===== config.mk =====
export PLATFORM = sky130hd
export DESIGN_NAME = latency_bench_ctrl
export DESIGN_NICKNAME = d
export VERILOG_FILES = /design/src/rtl/latency_bench_pkg.sv /design/src/rtl/us_tick_gen.sv /design/src/rtl/latency_bench_ctrl.sv
export SDC_FILE = /design/constraint.sdc
export NUM_CORES = 1
export LEC_CHECK = 0
export CAP_MARGIN = 20
export CORE_MARGIN = 3
export CORE_UTILIZATION = 49
export CTS_CLUSTER_SIZE = 12
export DETAILED_ROUTE_END_ITERATION = 12
export PLACE_DENSITY = 0.78
export SYNTH_ARGS = -nofsm -noshare
export SYNTH_HDL_FRONTEND = slang
export SYNTH_SLANG_ARGS = --single-unit

===== constraint.sdc =====
create_clock -name clk -period 3.5 [get_ports clk]
set_input_delay 0.525 -clock clk [delete_from_list [all_inputs] [get_ports clk]]
set_output_delay 0.525 -clock clk [all_outputs]
set_load 0.05 [all_outputs]

===== src/rtl/latency_bench_pkg.sv =====
// latency_bench_pkg: state encoding, datapath widths and constants shared by the latency bench controller
package latency_bench_pkg;
    typedef enum logic [2:0] {IDLE, ISSUE, WAIT_SEND, WAIT_RECV, GAP, FINISH} state_t;
    localparam int LAT_W = 32;
    localparam int SUM_W = 48;
    localparam int RUN_W = 16;
    localparam logic [LAT_W-1:0] LAT_MIN_INIT = '1;
endpackage


===== src/rtl/us_tick_gen.sv =====
// us_tick_gen: microsecond prescaler counting 0..CLK_PER_US-1
// Ports: clk, rst_n (sync active-low), restart (the current cycle counts as prescaler 0),
//        tick (high for one cycle on the wrap cycle)
module us_tick_gen #(
    parameter int CLK_PER_US = 125
) (
    input  logic clk,
    input  logic rst_n,
    input  logic restart,
    output logic tick
);
    localparam int W = CLK_PER_US > 1 ? $clog2(CLK_PER_US) : 1;
    logic [W-1:0] cnt, cur;
    assign cur = restart ? '0 : cnt;
    assign tick = cur == W'(CLK_PER_US - 1);
    always_ff @(posedge clk)
        cnt <= !rst_n ? '0 : tick ? '0 : cur + W'(1);
endmodule


===== src/rtl/latency_bench_ctrl.sv =====
// latency_bench_ctrl: runs a send/receive latency campaign and keeps min/max/last/sum statistics in microseconds
// Ports: clk, rst_n (sync active-low); cfg_start/cfg_runs/cfg_gap_us campaign setup;
//        send_start out, send_done/recv_done in (datapath handshake);
//        busy, done, timeout_err status; lat_min/lat_max/lat_last/lat_sum/runs_done statistics
// Build option: LATENCY_BENCH_SUM_EN builds the lat_sum accumulator, otherwise lat_sum is tied to 0
module latency_bench_ctrl
    import latency_bench_pkg::*;
#(
    parameter int CLK_PER_US = 125,
    parameter int TIMEOUT_US = 1000
) (
    input  logic             clk,
    input  logic             rst_n,
    input  logic             cfg_start,
    input  logic [RUN_W-1:0] cfg_runs,
    input  logic [RUN_W-1:0] cfg_gap_us,
    output logic             send_start,
    input  logic             send_done,
    input  logic             recv_done,
    output logic             busy,
    output logic             done,
    output logic             timeout_err,
    output logic [LAT_W-1:0] lat_min,
    output logic [LAT_W-1:0] lat_max,
    output logic [LAT_W-1:0] lat_last,
    output logic [SUM_W-1:0] lat_sum,
    output logic [RUN_W-1:0] runs_done
);
    state_t state;
    logic [RUN_W-1:0] runs_q, gap_q;
    logic [LAT_W-1:0] us_cnt, lat;
    logic tick, restart, sd, tmo, rec, last, accept;

    assign accept = state == IDLE && cfg_start;
    assign sd = state == WAIT_SEND && send_done;
    // the limit wins over a response arriving on the same cycle
    assign tmo = (state == WAIT_SEND || state == WAIT_RECV) && us_cnt == LAT_W'(TIMEOUT_US);
    assign rec = !tmo && recv_done && (sd || state == WAIT_RECV);
    assign lat = state == WAIT_SEND ? LAT_W'(1) : us_cnt + LAT_W'(1);
    assign last = runs_done + RUN_W'(1) == runs_q;
    // timing restarts at issue (timeout base), at send_done (latency base) and at a record (gap base)
    assign restart = state == ISSUE || sd || rec;

    us_tick_gen #(.CLK_PER_US(CLK_PER_US)) u_tick (
        .clk(clk),
        .rst_n(rst_n),
        .restart(restart),
        .tick(tick)
    );

    always_ff @(posedge clk) begin
        if (!rst_n) begin
            state       <= IDLE;
            send_start  <= 1'b0;
            busy        <= 1'b0;
            done        <= 1'b0;
            timeout_err <= 1'b0;
            lat_min     <= LAT_MIN_INIT;
            lat_max     <= '0;
            lat_last    <= '0;
            runs_done   <= '0;
            us_cnt      <= '0;
            runs_q      <= '0;
            gap_q       <= '0;
        end else begin
            send_start <= 1'b0;
            done       <= 1'b0;
            us_cnt     <= restart ? '0 : us_cnt + LAT_W'(tick);
            if (rec) begin
                lat_last  <= lat;
                lat_min   <= lat < lat_min ? lat : lat_min;
                lat_max   <= lat > lat_max ? lat : lat_max;
                runs_done <= runs_done + RUN_W'(1);
            end
            case (state)
                IDLE: if (cfg_start) begin
                    runs_q      <= cfg_runs;
                    gap_q       <= cfg_gap_us;
                    lat_min     <= LAT_MIN_INIT;
                    lat_max     <= '0;
                    lat_last    <= '0;
                    runs_done   <= '0;
                    timeout_err <= 1'b0;
                    busy        <= 1'b1;
                    state       <= cfg_runs == '0 ? FINISH : ISSUE;
                end
                ISSUE: begin
                    send_start <= 1'b1;
                    state      <= WAIT_SEND;
                end
                WAIT_SEND, WAIT_RECV: begin
                    if (tmo) begin
                        timeout_err <= 1'b1;
                        state       <= FINISH;
                    end else if (rec) state <= last ? FINISH : GAP;
                    else if (sd) state <= WAIT_RECV;
                end
                GAP: if (us_cnt >= LAT_W'(gap_q)) state <= ISSUE;
                FINISH: begin
                    done  <= 1'b1;
                    busy  <= 1'b0;
                    state <= IDLE;
                end
                default: state <= IDLE;
            endcase
        end
    end

`ifdef LATENCY_BENCH_SUM_EN
    logic [SUM_W:0] sum_nxt;
    logic [SUM_W-1:0] sum_q;
    assign sum_nxt = {1'b0, sum_q} + (SUM_W + 1)'(lat);
    always_ff @(posedge clk)
        if (!rst_n || accept) sum_q <= '0;
        else if (rec) sum_q <= sum_nxt[SUM_W] ? '1 : sum_nxt[SUM_W-1:0];
    assign lat_sum = sum_q;
`else
    assign lat_sum = '0;
`endif
endmodule


==> impl_metrics.csv, run 1 <==
group,metric,value,unit
placed_design,dpl_cell_area,13900,um2
synth,syn_inst,1403,
clock_network,cts_sinks,190,
grt,grt_start_max_net_pins,44,
synth,syn_area_per_cell,8.00,um2
clock_network,clk_latency,0.45,ns
critical_path,start_kind,"flip-flop",
clock_network,clkTransAtPathRegs,0.08,ns
min_path,worst_hold_path_type,"reg2reg",
job,drv_cap,0,
timing,drv_slew,0,
drt,remaining_drc_errors,0,
critical_path,r2r_end,"lat_min[30]",
synth,synth_mux_area_frac,0.00279,
power,ir_drop,0.336,mV
clock_network,cts_buffers,17,
timing,setup_ws,-0.0641,ns
timing,slew_headroom,0.419,
synth,synth-simple-area-share,0.230,
synth,synth_top_family_by_area,"simple AND/OR/NAND/NOR gates",
critical_path,critPathSlowestCell,"or4b_4",
synth,yosys.area_share.adder,0.0959,
drt,via_count,11300,
synth,yosysUniqueCellTypes,74,
critical_path,crit_required,3.80,ns
power,power,6.07,mW
final_layout,fin_nets,1792,
die,core_area,22200,um2
drt,dr.pass1.iters,6,
drt,finalWirelength,36.2,mm
clock_network,cts_tree,"done",
synth,synth_compound_area_frac,0.161,
critical_path,rr_startpoint,"us_cnt[17]",
synth,synthArstFlopShare,0,
outcome,violations,"negative setup slack",
placed_design,hpwl,25.6,mm
critical_path,r2r_slack,-0.06,ns
drt,drtIter0Drc,1129,
final_layout,finalInstanceArea,15100,um2
critical_path,critical_path_class,"reg2reg",
placed_design,place.gp.congestion,0.922,
drt,wl_per_cell,18.4,um
timing,fin_crit,3.56,ns
synth,synth-xor-area-share,0.0718,
power,power_density,401,nW/um2
critical_path,crit_path_end_kind,"flip-flop",
synth,yosys_warnings,0,
grt,gr-usage-all-layers,0.268,
timing,clock_skew,0.0123,ns
final_layout,layout-drive-gt1-share,0.209,
placed_design,io_buffers,152,
min_path,hold_path_end,"lat_last[31]",
final_layout,antennaDiodeCount,0,
critical_path,crit_path_max_fanout,5,
timing,worst_slew_pin_slew,0.860,ns
final_layout,finish.utilization,0.684,
critical_path,max_stage_delay,0.63,ns
synth,ys_ff_latch,190,
timing,fin_tns_setup,-0.300,ns
grt,grt_overflow_total,0,
min_path,min_path_cells,2,
final_layout,area_growth,35.0,%
timing,rsz0062_at_grt,"yes",
synth,synth_area,11200,um2
clock_network,clk_root_buffer_cell,"clkbuf_16",
die,floorplan.initialDensity,0.506,
critical_path,path_cells,"buf_4 -> nand3_1 -> nor4_1 -> buf_4 -> nand2_1 -> xor2_2 -> nor2_2 -> ha_4 -> a211oi_2 -> o21ai_0 -> o211ai_1 -> a21oi_2 -> or4b_4 -> buf_6 -> nor4_1 -> a31oi_1",
synth,synth_edf_count,0,
clock_network,htree_levels,4,
timing,max_freq,0.281,GHz
placed_design,place_inst,1914,
die,die_w,157,um
drt,drt-vias-per-instance,5.77,
die,dieArea,24800,um2
outcome,status,"complete, but fails checks",
die,rows,54,
timing,final.period_utilization,1.02,
clock_network,hold_buffers,0,
drt,detail-route-antenna-nets,0,
grt,antenna_found_initial,0,
grt,grt_pass1_vias,10500,
critical_path,worstPathArrival,3.86,ns
timing,hold_viol_final,0,
critical_path,worstRegToRegCells,16,
min_path,hold_path_startpoint,"lat_last[31]",
die,io_pins,201,
synth,synth_top_flop_cell,"dfxtp_1",
power,leakagePower,6.20,nW
final_layout,fin_cells,1961,
die,die_h,157,um
timing,fin_hold_ws,0.455,ns
grt,grt_pass1_wl,53.4,mm
timing,finalSetupViolCount,16,
clock_network,clockBufferDepth,2,
synth,ys_seq_area_frac,0.339,
placed_design,place_ws,-0.210,ns
what timing repair did:
action	CTS	global route
endpoints found under the hold margin	0	0
pin swaps	10	35
cloned	1	2
endpoints found under the setup margin	80	86
setup buffers	5	9
resized for setup	9	125
placed cells by master, fill, tap and decap left out, types with 17 or more instances in the layout:
| cell type | netlist | routed |
|---|---|---|
| nand2_1 | 169 | 161 |
| buf_4 | 51 | 165 |
| clkbuf_16 | 0 | 19 |
| clkdlybuf4s50_1 | 0 | 152 |
| xor2_1 | 46 | 43 |
| nor2_1 | 107 | 93 |
| ha_1 | 86 | 77 |
| xnor2_1 | 46 | 46 |
| a21oi_1 | 122 | 118 |
| nor3_1 | 22 | 17 |
| conb_1 | 1 | 48 |
| o21ai_0 | 57 | 33 |
| inv_1 | 87 | 87 |
| dfxtp_1 | 190 | 175 |
| o211ai_2 | 21 | 20 |
| nand3_1 | 92 | 90 |
| o21ai_1 | 2 | 22 |
| nand4_1 | 31 | 31 |
synthesized netlist by cell type, types with 16 or more instances:
master,count,area (um2)
nor2_1,107,402
buf_4,51,383
clkbuf_1,52,195
nand4_1,31,194
dfxtp_1,190,3800
nor3_1,22,110
and4_1,16,140
ha_1,86,1080
nand2_1,169,634
xor2_1,46,403
xnor2_1,46,403
a21oi_1,122,611
buf_2,22,110
o21ai_0,57,285
inv_1,87,327
o211ai_2,21,263
nor4_1,18,113
nand3_1,92,460
cells by family after synthesis:
kind of cell | count (synthesis)
muxes | 3
xor gates and xnor gates | 92
buffers and inverters | 225
other | 1
and+or+nand+nor | 526
AOI/OAI and AO/OA | 280
DFF | 190
adders and majority gates | 86
cell type report:
cell class                      instances  area (um2)
Clock buffer                           17         425
Clock inverter                         14         179
Fill cell                            1701        7010
Inverter                               88         330
Multi-Input combinational cell       1036        6950
Sequential cell                       190        3820
Tap cell                              280         350
Timing Repair Buffer                  336        3090
state kept, by name, summed over array words and instances, names as in the netlist:
register     flops
busy             1
done             1
gap_q           16
lat_last        32
lat_max         32
lat_min         32
runs_done       16
runs_q          16
send_start       1
state            3
timeout_err      1
u_tick.cnt       7
us_cnt          32
how the worst max path moves through the flow:
stage / slack, ns / end / from / cells after the start
2_1_floorplan: 0.04 / lat_min[10] / us_cnt[7] / 16
3_3_place_gp: -0.13 / lat_min[0] / us_cnt[16] / 15
3_5_place_dp: -0.21 / lat_min[3] / us_cnt[15] / 15
4_1_cts: 0.002 / us_cnt[22] / us_cnt[18] / 18
5_1_grt: -0.25 / lat_min[30] / us_cnt[21] / 14
6_report: -0.06 / lat_min[30] / us_cnt[17] / 16
power by group:
part	leakage [nW]	internal [mW]	total [mW]	switching, mW
sequential	1.55	2.29	2.39	0.104
clock	0.293	1.14	2.07	0.933
combinational	4.36	0.533	1.61	1.07
total	6.20	3.96	6.07	2.11
per-layer routing:
| metal | GRT usage | vias up | wire length (um) |
|---|---|---|---|
| li1 | - | 5291 | - |
| met1 | 0.356 | 5324 | 15300 |
| met5 | 0 | - | 0 |
| met4 | 0.0946 | 0 | 1090 |
| met3 | 0.0487 | 103 | 2740 |
| met2 | 0.438 | 588 | 17000 |
critical path: cells and delay by family, from the launching register on:
family,cells,cell delay [ns]
compound gates,5,0.68
xor+xnor,1,0.16
flops,1,0.37
buf+inv,3,0.49
simple gates,6,1.49
fa+ha+maj,1,0.23
Note: power is estimated with default switching activity, not from simulation.
==> run 2, diff against run 1 <==
Settings changed: GPL_TIMING_DRIVEN set to 0.
==> run 2 against run 1 <==
  * The flow still finishes with violations (negative setup slack)
  * Sequential cell count unchanged
  * Count of clock-buffer cells in the layout up 2
  * First-iteration DRC count up 20%
  * Non-clock buffer count up 35
  * Critical path depth up 1
  * Highest routed layer unchanged
==> impl_metrics.csv, run 2 (same netlist as run 1, synthesis figures left out) <==
group,metric,value,unit
placed_design,hpwl,25.6,mm
die,core_area,22200,um2
power,power.internal,3.89,mW
clock_network,clockBufferDepth,2,
timing,fin_tns_setup,-15.41,ns
critical_path,critical_path_class,"reg2reg",
die,die_h,157,um
critical_path,crit_path_end_kind,"flip-flop",
timing,slew_headroom,0.308,
grt,antenna_found_initial,0,
clock_network,clkTransAtPathRegs,0.07,ns
drt,wl_per_cell,20.8,um
drt,dr.pass1.iters,8,
grt,grt_pass1_wl,56.7,mm
final_layout,finish.utilization,0.721,
timing,hold_viol_final,0,
drt,drtIter0Drc,1359,
final_layout,layout.cells.most_common,"dfxtp_1",
timing,rsz0062_at_grt,"yes",
final_layout,area_growth,42.4,%
timing,max_freq,0.262,GHz
timing,clock_skew,0.0116,ns
clock_network,htree_levels,4,
grt,grt_start_max_net_pins,18,
min_path,worst_hold_path_type,"reg2reg",
die,dieArea,24800,um2
clock_network,cts_sinks,190,
placed_design,place_ws,-1.01,ns
outcome,violations,"negative setup slack",
power,p_seq_frac,0.387,
die,floorplan.initialDensity,0.506,
grt,grt_overflow_total,0,
final_layout,fin_nets,1827,
timing,fin_hold_ws,0.455,ns
die,rows,54,
critical_path,worstPathArrival,4.18,ns
clock_network,cts_tree,"done",
final_layout,layout-drive-gt1-share,0.257,
drt,drt-vias-per-instance,6.05,
timing,finalSetupViolCount,64,
critical_path,start_kind,"flip-flop",
final_layout,antennaDiodeCount,0,
drt,via_count,12100,
final_layout,layout_common_cells,"167 x dfxtp_1, 164 x nand2_1, 151 x clkdlybuf4s50_1, 132 x buf_4, 104 x a21oi_1",
power,switchingPower,2.28,mW
clock_network,cts_buffers,17,
power,ir_drop,0.354,mV
outcome,status,"complete, but fails checks",
power,pwr-share-comb,0.295,
power,p_sw_frac,0.369,
placed_design,place.gp.congestion,0.925,
drt,detail-route-antenna-nets,0,
clock_network,clk_root_buffer_cell,"clkbuf_16",
power,p_clk_frac,0.319,
die,io_pins,201,
job,drv_cap,0,
timing,setup_ws,-0.313,ns
timing,final.period_utilization,1.09,
timing,worst_slew_pin_slew,1.02,ns
power,power_density,386,nW/um2
final_layout,nFillCells,1554,
drt,finalWirelength,41.5,mm
timing,drv_slew,0,
timing,fin_crit,3.81,ns
grt,gr-usage-all-layers,0.289,
clock_network,clk_latency,0.46,ns
power,leakagePower,6.36,nW
drt,remaining_drc_errors,0,
critical_path,crit_required,3.86,ns
critical_path,crit_path_max_fanout,10,
die,die_w,157,um
grt,grt_pass1_vias,10800,
placed_design,io_buffers,151,
run 2: metal layers:
layer	routed length, um	vias up	global-route usage
li1	-	5358	-
met1	15800	5655	0.368
met2	19300	839	0.478
met3	4020	218	0.0575
met4	2310	0	0.123
met5	0	-	0
run 2: through the flow:
step | cells | instance area (um2) | power [mW]
after floorplan | 1450 | 11400 | 3.51
after global placement | 1881 | 13300 | 3.91
after detailed placement | 1881 | 13300 | 3.95
after CTS | 1958 | 15000 | 6.02
after global routing | 1995 | 16000 | 6.37
final | 1995 | 16000 | 6.17
run 2: worst max-delay path: stages, from the launching register on:
cell and delay, ns:
dfxtp_4 0.39, and4_4 0.25, buf_6 0.14, nand4_4 0.15, nor4_4 0.30, xnor2_2 0.19, nor2_4 0.07, buf_6 0.13
ha_4 0.26, nand4_1 0.19, or2_4 0.32, nor3_4 0.31, a31oi_4 0.22, o21ai_2 0.12, buf_6 0.17, buf_6 0.16
nand3_1 0.12, a21oi_1 0.21
run 2: repair_timing:
action | in CTS | in global routing
cloned | 6 | 0
setup buffers | 52 | 48
pin swaps | 77 | 85
setup endpoints to repair | 93 | 89
gates resized for setup | 226 | 157
endpoints found under the hold margin | 0 | 0
hold buffers | 0 | 0
run 2: area by class of cell:
| cell class | count | area [um2] | area share |
|---|---|---|---|
| clock buffers | 19 | 443 | 0.0277 |
| repair buffers | 253 | 2430 | 0.152 |
| inverters | 88 | 330 | 0.0207 |
| multi-input cells | 1036 | 7560 | 0.473 |
| well taps | 280 | 350 | 0.0219 |
| flip-flops and latches | 190 | 3870 | 0.242 |
| clock inverters | 11 | 121 | 0.00759 |
| plain buffers | 118 | 873 | 0.0546 |
run 2: path summary, 6_finish.rpt:
kind | from | endpoint | slack, ns | depth (start not counted)
worst min-delay path | gap_q[1] | gap_q[1] | 0.46 | 2
worst max register to register | us_cnt[5] | lat_max[22] | -0.31 | 17
worst min register to register | gap_q[1] | gap_q[1] | 0.46 | 2
worst max-delay path | us_cnt[5] | lat_max[22] | -0.31 | 17
run 2: power by group through the flow:
stage	Sequential [mW]	Combinational (mW)	Clock, mW
floorplan	2.52	0.988	0
global placement	2.43	1.48	0
detailed placement	2.44	1.51	0
CTS	2.39	1.69	1.95
global route	2.40	1.93	2.04
finish	2.38	1.82	1.97
